===== src/rtl/alinx_key_entropy.sv =====
// Synchronises and debounces the four Alinx push-buttons and emits stamped key events.
// Optional feature: define ALINX_KEY_RELEASE_EVENT_EN to also emit release events.
module alinx_key_entropy #(
  parameter int DEBOUNCE_CYCLES = 1000000,
  parameter bit KEY_ACTIVE_LOW  = 1'b1,
  parameter int STAMP_WIDTH     = 32
) (
  input  logic                   clock,
  input  logic                   clear,
  input  logic                   key1,
  input  logic                   key2,
  input  logic                   key3,
  input  logic                   key4,
  output logic                   event_valid,
  input  logic                   event_ready,
  output logic [1:0]             event_key,
  output logic                   event_press,
  output logic [STAMP_WIDTH-1:0] event_stamp,
  output logic [3:0]             key_state,
  output logic                   overflow
);

  localparam int               CNT_W    = $clog2(DEBOUNCE_CYCLES);
  localparam logic [CNT_W-1:0] CNT_LAST = CNT_W'(DEBOUNCE_CYCLES - 1);
  localparam logic [3:0]       RELEASED = {4{KEY_ACTIVE_LOW}};
`ifdef ALINX_KEY_RELEASE_EVENT_EN
  localparam int FLAG_SHIFT = 1;
`else
  localparam int FLAG_SHIFT = 0;
`endif
  localparam int NUM_FLAGS = 4 << FLAG_SHIFT;

  logic [3:0]             sync1_q, sync1_d;
  logic [3:0]             sync2_q, sync2_d;
  logic [3:0]             stable_q, stable_d;
  logic [CNT_W-1:0]       cnt_q [4];
  logic [CNT_W-1:0]       cnt_d [4];
  logic [STAMP_WIDTH-1:0] stamp_q, stamp_d;
  logic [NUM_FLAGS-1:0]   pend_q, pend_d;
  logic [STAMP_WIDTH-1:0] pstamp_q [NUM_FLAGS];
  logic [STAMP_WIDTH-1:0] pstamp_d [NUM_FLAGS];
  logic                   valid_q, valid_d;
  logic [1:0]             key_q, key_d;
  logic                   press_q, press_d;
  logic [STAMP_WIDTH-1:0] estamp_q, estamp_d;
  logic                   ovf_q, ovf_d;
  logic [3:0]             sample;
  logic [NUM_FLAGS-1:0]   arrive;
  logic                   loadable;
  logic                   found;

  // Flag layout: one flag per key, or press/release pairs per key (press at the even slot).
  always_comb begin
    sync1_d  = {key4, key3, key2, key1};
    sync2_d  = sync1_q;
    sample   = sync2_q ^ RELEASED;
    stamp_d  = stamp_q + 1'b1;
    stable_d = stable_q;
    cnt_d    = cnt_q;
    arrive   = '0;
    for (int k = 0; k < 4; k++) begin
      if (sample[k] == stable_q[k]) begin
        cnt_d[k] = '0;
      end else if (cnt_q[k] == CNT_LAST) begin
        stable_d[k] = sample[k];
        cnt_d[k]    = '0;
`ifdef ALINX_KEY_RELEASE_EVENT_EN
        if (sample[k]) arrive[2*k] = 1'b1;
        else           arrive[2*k+1] = 1'b1;
`else
        arrive[k] = sample[k];
`endif
      end else begin
        cnt_d[k] = cnt_q[k] + 1'b1;
      end
    end
  end

  // A flag freed by this cycle's unload may be re-armed by a same-cycle transition.
  always_comb begin
    loadable = ~valid_q | event_ready;
    found    = 1'b0;
    valid_d  = valid_q;
    key_d    = key_q;
    press_d  = press_q;
    estamp_d = estamp_q;
    pend_d   = pend_q;
    pstamp_d = pstamp_q;
    ovf_d    = ovf_q;
    if (loadable) begin
      valid_d = 1'b0;
      for (int f = 0; f < NUM_FLAGS; f++) begin
        if (pend_q[f] && !found) begin
          found     = 1'b1;
          valid_d   = 1'b1;
          key_d     = 2'(f >> FLAG_SHIFT);
          press_d   = (FLAG_SHIFT == 0) || ((f % 2) == 0);
          estamp_d  = pstamp_q[f];
          pend_d[f] = 1'b0;
        end
      end
    end
    for (int f = 0; f < NUM_FLAGS; f++) begin
      if (arrive[f]) begin
        if (pend_d[f]) begin
          ovf_d = 1'b1;
        end else begin
          pend_d[f]   = 1'b1;
          pstamp_d[f] = stamp_d;
        end
      end
    end
  end

  always_ff @(posedge clock) begin
    if (clear) begin
      sync1_q  <= RELEASED;
      sync2_q  <= RELEASED;
      stable_q <= '0;
      for (int k = 0; k < 4; k++) cnt_q[k] <= '0;
      stamp_q  <= '0;
      pend_q   <= '0;
      for (int f = 0; f < NUM_FLAGS; f++) pstamp_q[f] <= '0;
      valid_q  <= 1'b0;
      key_q    <= '0;
      press_q  <= 1'b0;
      estamp_q <= '0;
      ovf_q    <= 1'b0;
    end else begin
      sync1_q  <= sync1_d;
      sync2_q  <= sync2_d;
      stable_q <= stable_d;
      cnt_q    <= cnt_d;
      stamp_q  <= stamp_d;
      pend_q   <= pend_d;
      pstamp_q <= pstamp_d;
      valid_q  <= valid_d;
      key_q    <= key_d;
      press_q  <= press_d;
      estamp_q <= estamp_d;
      ovf_q    <= ovf_d;
    end
  end

  assign event_valid = valid_q;
  assign event_key   = key_q;
  assign event_press = press_q;
  assign event_stamp = estamp_q;
  assign key_state   = stable_q;
  assign overflow    = ovf_q;

endmodule


===== config.mk =====
export PLATFORM = sky130hd
export DESIGN_NAME = alinx_key_entropy
export DESIGN_NICKNAME = d
export VERILOG_FILES = /design/src/rtl/alinx_key_entropy.sv
export SDC_FILE = /design/constraint.sdc
export NUM_CORES = 1
export LEC_CHECK = 0
export BUFFER_PORTS_ARGS = -buffer_cell sky130_fd_sc_hd__buf_2
export CAP_MARGIN = 20
export CORE_MARGIN = 1
export CORE_UTILIZATION = 45
export DETAILED_ROUTE_END_ITERATION = 7
export HOLD_SLACK_MARGIN = 0.02
export MAX_ROUTING_LAYER = met4
export PLACE_DENSITY_LB_ADDON = 0.15
export RECOVER_POWER = 50
export SLEW_MARGIN = 0
export SYNTH_ARGS = -nofsm -noshare
export SYNTH_HDL_FRONTEND = slang
export SYNTH_SLANG_ARGS = --single-unit

===== constraint.sdc =====
create_clock -name clock -period 5.47 [get_ports clock]
set_input_delay 0.2735 -clock clock [delete_from_list [all_inputs] [get_ports clock]]
set_output_delay 0.2735 -clock clock [all_outputs]
set_load 0.05 [all_outputs]

==> results of run 1 <==
final cells by class:
cell class	instances	share of cell area
clock buffer	46	0.0661
clock inverter	9	0.0110
inverter	25	0.00688
multi-input combinational	947	0.432
sequential	293	0.430
tap	341	0.0313
timing repair buffer	64	0.0227
flip-flops by register name (all words and copies together) (netlist names):
register,cells
event_key,2
pend_q,4
stamp_q,32
sync1_q,4
cnt_q,80
pstamp_q,128
event_press,1
sync2_q,4
event_valid,1
overflow,1
event_stamp,32
key_state,4
cell usage in the layout (no fill, tap or decap), types with 2 or more instances in the layout:
master and count:
and4_1 11, nor4b_1 7, inv_1 25, clkbuf_8 7, dfxtp_1 293, nand3_1 41, nor2b_1 5, clkinv_2 3
o21ai_0 2, clkbuf_16 31, xor2_1 63, a21oi_1 7, ha_1 5, or2_2 13, clkinvlp_4 2, a211oi_2 24
nor3_4 2, nand2b_1 2, nand2_1 44, or3_1 4, nor4_1 19, or4_1 2, mux2i_1 49, nor3_1 47
clkbuf_1 54, nand4b_1 2, a211o_1 2, nand4_1 23, a211oi_1 145, buf_2 5, and3_1 21, xnor2_1 41
mux2_2 10, buf_4 8, and4b_1 2, dlygate4sd3_1 4, nor2_1 332, bufinv_16 4, a31oi_1 2, nor4_2 2
Yosys cell counts (3+ instances only):
cell	n	area (um2)
a211oi_1	145	1090
a211oi_2	24	300
a21oi_1	7	35.0
and3_1	21	131
and4_1	12	105
buf_2	23	115
buf_4	4	30.0
buf_6	4	45.0
clkbuf_1	53	199
dfxtp_1	293	5870
ha_1	5	62.6
inv_1	25	93.8
mux2_2	10	113
mux2i_1	49	490
nand2_1	44	165
nand2b_1	3	18.8
nand3_1	41	205
nand4_1	23	144
nor2_1	333	1250
nor2b_1	5	31.3
nor3_1	47	235
nor4_1	14	87.6
nor4_2	7	87.6
nor4b_1	7	61.3
or2_2	13	81.3
or3_1	4	25.0
xnor2_1	41	359
xor2_1	63	552
final timing paths:
check / end / from / slack (ns) / cells after the start
worst max-delay path: pstamp_q[12] / cnt_q[0] / 1.64 / 7
worst max register to register: pstamp_q[12] / cnt_q[0] / 1.64 / 7
worst min-delay path: pend_q[0] / event_ready / 0.08 / 3
worst min register to register: sync2_q[3] / sync1_q[3] / 0.41 / 1
per-stage QoR:
| step | power, uW | cell area [um2] | worst slack, ns |
|---|---|---|---|
| detailed placement | 2240 | 12700 | 2.94 |
| global placement | 2240 | 12700 | 2.97 |
| CTS | 4400 | 13800 | 2.93 |
| finish | 4350 | 13600 | 1.64 |
| floorplan | 2230 | 12300 | 3.37 |
| global route | 4500 | 13600 | 1.41 |
critical path: stages (launching register included):
cell and delay [ns]:
dfxtp_1 0.35, ha_1 0.21, nand2_1 0.13, or4_1 0.69, nor3_4 0.19, clkbuf_1 1.69
mux2i_1 0.35, nor2_1 0.06
cells by family after synthesis:
kind of cell / share of synthesized area
DFF: 0.478
buffers and inverters: 0.0400
adders and majority gates: 0.00510
xor gates and xnor gates: 0.0742
AOI/OAI and AO/OA: 0.122
muxes: 0.0491
and+or+nand+nor: 0.232
metal layers:
metal  track usage  up-vias  wire length [um]
met5             -        -                 0
met1         0.251     4283             12700
met3        0.0251       39               813
met2         0.315      111             11700
li1              -     4725                 -
met4        0.0495        0               475
power breakdown:
group | internal [uW] | switching (uW)
combinational | 12.2 | 38.6
clock | 1320 | 833
sequential | 2140 | 4.53
==> summary.txt, run 1 <==
Place
  • Placed cell count: 1,665
  • DP HPWL: 15,400 um
  • Placer Congestion: 0.767
  • Buffers on Ports: 47

Timing
  • Setup Skew: 0.0107 ns
  • # setup viols final: 0
  • Worst-Margin Slew: around 2.4 ns
  • Fmax: 261 MHz
  • RSZ-0062 raised after global routing: false
  • Max-slew headroom: -0.575
  • Hold WS: 0.0833 ns
  • Final count of hold timing violations: 0
  • Tmin final: 3.83 ns
  • Final period util: 0.700
  • Setup TNS: 0 ns
  • Slew Viols, Final: 104

Clocking
  • CTS tree: built
  • Clk_lat worst skew: 0.55 ns
  • CTS sink cnt: slightly below 300
  • H-tree levels: 1
  • Clock buffer depth: 3
  • Root Driver: clkbuf_16
  • Post_cts resized: 0
  • CTS buffer count: 31
  • Clock transition at the registers of the reported paths: 0.06 ns
  • CTS Hold Buffers Added: 4
  • # Post-CTS Setup Buffers: 0

Yosys
  • Ys async rst share: 0
  • Register area share after synthesis: 0.478
  • Yosys warning total: 0
  • Post-Syn Area per Cell: 9.08 um2
  • Post-Syn Nets: 1,363
  • Number of synthesized register bits: 293
  • Post-synth EDFFs: 0
  • Synth cell types: 50
  • Top FF cell, synth: dfxtp_1
  • Post-Synthesis Cells: 1,351
  • Synth Cell Area: 12,300 um2

Final layout
  • Layout Nets: about 1,400
  • Ant. Diodes: 0
  • Fin cells: between 1,500 and 2,000
  • Share of cells above drive strength 1: 0.0882
  • Register Area: 5870 um2
  • Final core occ: 0.508
  • Area of the multi-input gates: 5900 um2
  • P&R area growth vs syn: 11.2%
  • # fillers: about 2,600

Worst setup path
  • Crit path DAT: 4.24 ns
  • CP Class: reg2reg
  • Required @ worst endpoint: 5.88 ns
  • Type of destination of the critical path: register
  • Setup crit start kind: register
  • Crit path max fanout: 36

Floorplanning
  • Core Area: 26,900 um2
  • Initial Utilization: 0.457
  • Die Span X: 167 um
  • Ports: 48
  • Die Ht: 167 um
  • Die footprint: between 20,000 and 30,000 um2
  • FP Rows: 60

Min path
  • Worst Hold Class: in2reg

Status
  • Failing checks: capacitance limit, slew limit
  • Status: finished, violations left

Detailed routing
  • Vias per cell: 5.31
  • Detailed-route via count: 9,158
  • ANT nets after route: 0
  • 1st-pass router iterations: 4
  • Routed WL per cell: 14.9 um
  • Initial drt markers: 430
  • DRC errors left: 0
  • Routed WL: 25,700 um

GRT
  • GRT Util Overall: 0.193
  • Largest net degree at the start of global routing: 97
  • First-pass GRT wire length: 43,700 um
  • Antenna violations before repair: 0
  • GRT overflow: 0
  • Vias in the first global route: 8,654

Power and ir drop
  • P_leak: 0.00467 uW
  • Power per cell area: 319 nW/um2
  • VDD IR max: about 0.19 mV

Job
  • Max_cap viols: 3
Power figures use the tool's default switching activity.
==> run 2, diff against run 1 <==
==> constraint.sdc (replaced) <==
create_clock -name clock -period 3.6 [get_ports clock]
set_input_delay 0.18 -clock clock [delete_from_list [all_inputs] [get_ports clock]]
set_output_delay 0.18 -clock clock [all_outputs]
set_load 0.05 [all_outputs]
==> run 2 against run 1 <==
  * First-iteration DRC count increased by 27%
  * Critical path depth did not move
  * Routed wire length increased by 1.2%
  * Largest power group is now registers
  * The flow still finishes with violations (capacitance limit, slew limit)
  * Combinational power increased by 56%
  * Non-clock buffer count grew 3
  * Sequential power up 52%
  * Critical endpoint is now pstamp_q[70]
  * Highest routed layer unchanged
==> summary.txt, run 2 (same netlist as run 1, synthesis figures left out) <==
Status
  • Status: finished, violations left
  • Failing checks: capacitance limit, slew limit

Floorplanning
  • Die Ht: between 150 and 200 um
  • FP Rows: 60
  • Ports: 48
  • Core Area: ~27,000 um2
  • Die Span X: 167 um
  • Die footprint: 27,900 um2
  • Initial Utilization: 0.457

Final layout
  • Layout Nets: 1,377
  • Commonest non-fill, non-tap cell in the layout: nor2_1
  • P&R area growth vs syn: 11.3%
  • Biggest register: pstamp_q
  • Share of cells above drive strength 1: 0.0909
  • Ant. Diodes: 0
  • Max reg flops: 128
  • Top Registers: pstamp_q x128, cnt_q x80
  • Fin cells: between 1,500 and 2,000
  • Most frequent cells in the layout: 331 x nor2_1, 293 x dfxtp_1, 145 x a211oi_1

Worst setup path
  • Crit path DAT: 3.31 ns
  • Crit path max-delay family: simple AND/OR/NAND/NOR gates
  • Required @ worst endpoint: 4.05 ns
  • Buf+Inv Stages, Crit Path: 1
  • CP max stage delay: 0.92 ns
  • Critical-path cell list: ha_1 -> and4_1 -> nand4_1 -> nor4_4 -> clkbuf_1 -> nor2_1 -> a211oi_1
  • CP Class: reg2reg
  • Setup crit start kind: register
  • Critical R2R Launch: cnt_q[40]
  • Crit path max fanout: 24
  • Critical path's slowest cell: clkbuf_1
  • Type of destination of the critical path: register
  • Worst Setup SP: cnt_q[40]

Timing
  • Tmin final: 2.86 ns
  • RSZ-0062 raised after global routing: false
  • # setup viols final: 0
  • Final period util: 0.794
  • PnR worst setup slack: approximately 0.74 ns
  • Max-slew headroom: -0.445
  • Hold WS: 0.345 ns
  • Setup Skew: 0.0151 ns
  • Worst-Margin Slew: 2.17 ns
  • Fmax: 350 MHz
  • Slew Viols, Final: 132
  • Setup TNS: 0 ns
  • Final count of hold timing violations: 0

Clocking
  • Clock transition at the registers of the reported paths: approximately 0.060 ns
  • CTS sink cnt: 293
  • Post_cts resized: 0
  • Root Driver: clkbuf_16
  • Clk_lat worst skew: 0.55 ns
  • H-tree levels: 1
  • CTS tree: built
  • Clock buffer depth: 3
  • CTS buffer count: 31

Power and ir drop
  • Design Power: 6490 uW
  • P_leak: 0.00467 uW
  • VDD IR max: 0.286 mV
  • Power per cell area: 475 nW/um2

Detailed routing
  • Initial drt markers: 548
  • Detailed-route via count: 9,215
  • 1st-pass router iterations: 7
  • Routed WL: 26,000 um
  • Vias per cell: 5.34
  • Routed WL per cell: around 15 um
  • ANT nets after route: 0
  • DRC errors left: 0

Min path
  • HP Start: key1
  • Worst Hold Class: in2reg

GRT
  • First-pass GRT wire length: 43,900 um
  • Vias in the first global route: between 8,000 and 9,000
  • Largest net degree at the start of global routing: 123
  • GRT overflow: 0
  • GRT Util Overall: 0.193
  • Antenna violations before repair: 0

Place
  • Buffers on Ports: 47
  • Post-Place Worst Slack: 1.18 ns
  • Placer Congestion: slightly below 0.8
  • DP HPWL: 16,000 um
  • Placed cell count: 1,668

Job
  • Max_cap viols: 2
[run 2: layout make-up]
cell class                 instances  area, um2
tap                              341        427
clock buffer                      42        867
multi-input combinational        947       5890
fill                            2615      13200
clock inverter                    12        144
timing repair buffer              67        374
inverter                          25       93.8
sequential                       293       5870
[run 2: worst paths after layout]
| kind | slack, ns | endpoint | cells after the start |
|---|---|---|---|
| setup / recovery | 0.74 | pstamp_q[70] | 7 |
| hold / removal | 0.34 | sync1_q[0] | 3 |
| setup reg to reg | 0.74 | pstamp_q[70] | 7 |
| hold reg to reg | 0.41 | sync2_q[1] | 1 |
[run 2: power breakdown]
part / switching, uW / internal, uW / leakage, uW
sequential: 7.26 / 3250 / 0.00236
clock: 1260 / 1890 / 0.000496
combinational: 59.3 / 19.7 / 0.00182
total: 1330 / 5160 / 0.00467
[run 2: layer usage]
layer  vias to the layer above  share of wire  track usage  routed length [um]
li1                       4752              -            -                   -
met5                         -              0            -                   0
met2                       112           0.45        0.303               11700
met1                      4307           0.50        0.264               13000
met4                         0          0.017       0.0447                 431
met3                        44          0.034       0.0248                 876
[run 2: timing repair]
| action | CTS | global route |
|---|---|---|
| endpoints found under the hold margin | 6 | 0 |
| hold buffers | 5 | 0 |
| endpoints found under the setup margin | 0 | 0 |
| buffers inserted | 0 | 0 |
[run 2: per-stage QoR]
step	cell area [um2]	utilization
after floorplan	12300	-
after global routing	13700	0.508
after detailed placement	12700	0.474
after global placement	12700	0.474
after CTS	13800	0.513
final	13700	0.508
[run 2: worst reg2reg max path: stages (launching register included)]
cell	delay [ns]
dfxtp_1	0.37
ha_1	0.22
and4_1	0.32
nand4_1	0.28
nor4_4	0.27
clkbuf_1	0.92
nor2_1	0.11
a211oi_1	0.28
==> run 3, diff against run 2 <==
==> constraint.sdc (replaced) <==
create_clock -name clock -period 2.7 [get_ports clock]
set_input_delay 0.135 -clock clock [delete_from_list [all_inputs] [get_ports clock]]
set_output_delay 0.135 -clock clock [all_outputs]
set_load 0.05 [all_outputs]
==> run 3 against run 2 <==
  * The flow still finishes with violations (capacitance limit, slew limit)
  * Global-route usage is 0.43 points lower
  * Worst setup slack worse by 0.40 ns
  * Flip-flop and latch count stayed put
  * Cell count is 0.93% higher
  * Clock power is 35% higher
  * Non-clock buffer count is 12 higher
  * Hold slack worse by 0.042 ns
  * Final area is 1.3% higher
  * Critical path type unchanged
==> summary.txt, run 3 (same netlist as run 1, synthesis figures left out) <==
Floorplanning
  • Ports: 48
  • Die Span X: approximately 170 um
  • Initial Utilization: 0.457
  • Core Area: 26,900 um2
  • Die Ht: ~170 um
  • FP Rows: 60
  • Die footprint: 27,900 um2

Timing
  • Fmax: 424 MHz
  • Final period util: 0.874
  • PnR worst setup slack: 0.342 ns
  • Setup TNS: 0 ns
  • # setup viols final: 0
  • Tmin final: 2.36 ns
  • Final count of hold timing violations: 0
  • Worst-Margin Slew: 1.94 ns
  • Slew Viols, Final: 43
  • Setup Skew: 0.0208 ns
  • Max-slew headroom: -0.296
  • RSZ-0062 raised after global routing: false

Final layout
  • Biggest register: pstamp_q
  • P&R area growth vs syn: 12.7%
  • Commonest non-fill, non-tap cell in the layout: nor2_1
  • Top Registers: pstamp_q x128, cnt_q x80
  • Ant. Diodes: 0
  • Most frequent cells in the layout: 331 x nor2_1, 293 x dfxtp_1, 145 x a211oi_1
  • Final core occ: 0.515
  • Fin cells: 1,743
  • Layout Nets: around 1,400
  • Fin area: 13,800 um2
  • Share of cells above drive strength 1: 0.102
  • Max reg flops: 128

Detailed routing
  • Detailed-route via count: ~9,000
  • Initial drt markers: roughly 520
  • ANT nets after route: 0
  • DRC errors left: 0
  • Vias per cell: 5.25
  • Routed WL: 25,400 um
  • 1st-pass router iterations: 4
  • Routed WL per cell: 14.6 um

Status
  • Failing checks: capacitance limit, slew limit
  • Status: finished, violations left

Place
  • Post-Place Worst Slack: between 0.3 and 0.4 ns
  • Placed cell area: 12,900 um2
  • Buffers on Ports: 47
  • Placer Congestion: 0.754
  • Placed cell count: ~1,700
  • DP HPWL: 15,300 um

Power and ir drop
  • VDD IR max: 0.470 mV
  • Power per cell area: approximately 630 nW/um2
  • P_leak: 0.00475 uW

Worst setup path
  • Crit path DAT: 2.75 ns
  • Setup crit start kind: register
  • Required @ worst endpoint: 3.09 ns
  • CP Class: reg2reg
  • Crit path max fanout: 8
  • Reg2reg path depth: 5
  • Type of destination of the critical path: register

Clocking
  • Root Driver: clkbuf_16
  • Clk_lat worst skew: 0.56 ns
  • Clock transition at the registers of the reported paths: 0.06 ns
  • CTS sink cnt: roughly 290
  • Clock buffer depth: 3
  • # Post-CTS Setup Buffers: 0
  • CTS tree: built
  • Post_cts resized: 0
  • H-tree levels: 1
  • CTS Hold Buffers Added: 5
  • CTS buffer count: 31

Min path
  • Worst Hold Class: in2reg
  • Hold Path Depth: 3

GRT
  • Largest net degree at the start of global routing: 96
  • GRT Util Overall: 0.189
  • Antenna violations before repair: 0
  • First-pass GRT wire length: ~43,000 um
  • GRT overflow: 0
  • Vias in the first global route: 8,550

Job
  • Max_cap viols: 1
==> run 3: cell count changes in the layout (fill, tap and decap cells not counted), sizes merged <==
| cell | delta |
|---|---|
| clkbuf | +9 |
| clkinvlp | -1 |
| bufinv | -1 |
| buf | +4 |
| inv | +1 |
| clkinv | +4 |
==> run 3: worst paths after layout <==
path / to / slack (ns) / startpoint
max reg2reg: pstamp_q[123] / 0.34 / stamp_q[7]
max: pstamp_q[123] / 0.34 / stamp_q[7]
min reg2reg: sync2_q[0] / 0.41 / sync1_q[0]
min: sync1_q[3] / 0.30 / key4
==> run 3: layer usage <==
layer,up-vias,global-route usage,share of wire
li1,4770,-,-
met1,4262,0.252,0.50
met2,89,0.302,0.45
met3,35,0.0265,0.029
met4,0,0.0443,0.017
met5,-,-,0
==> run 3: through the flow <==
step	power (uW)	hold WS, ns
final	8690	0.303
after CTS	8820	0.0402
after detailed placement	4540	0.322
after global routing	9000	0.307
after global placement	4540	0.319
after floorplan	4510	0.239
==> run 3: critical path, stage by stage (launching register included) <==
cell and delay, ns:
dfxtp_1 0.41, nand4_1 0.35, or3_1 0.60, nor4_1 0.37
xnor2_1 0.33, a211oi_1 0.15
==> run 3: layout make-up <==
| cell class | instances | area [um2] |
|---|---|---|
| clock inverter | 15 | 135 |
| fill | 2581 | 13000 |
| clock buffer | 43 | 901 |
| timing repair buffer | 79 | 502 |
| tap | 341 | 427 |
| inverter | 25 | 93.8 |
| multi-input combinational | 947 | 5910 |
| sequential | 293 | 5870 |
==> run 3: report_power, final <==
group	internal (uW)	total [uW]	switching [uW]
registers	4330	4340	9.05
clock network	2520	4240	1720
logic	27.9	108	80.1
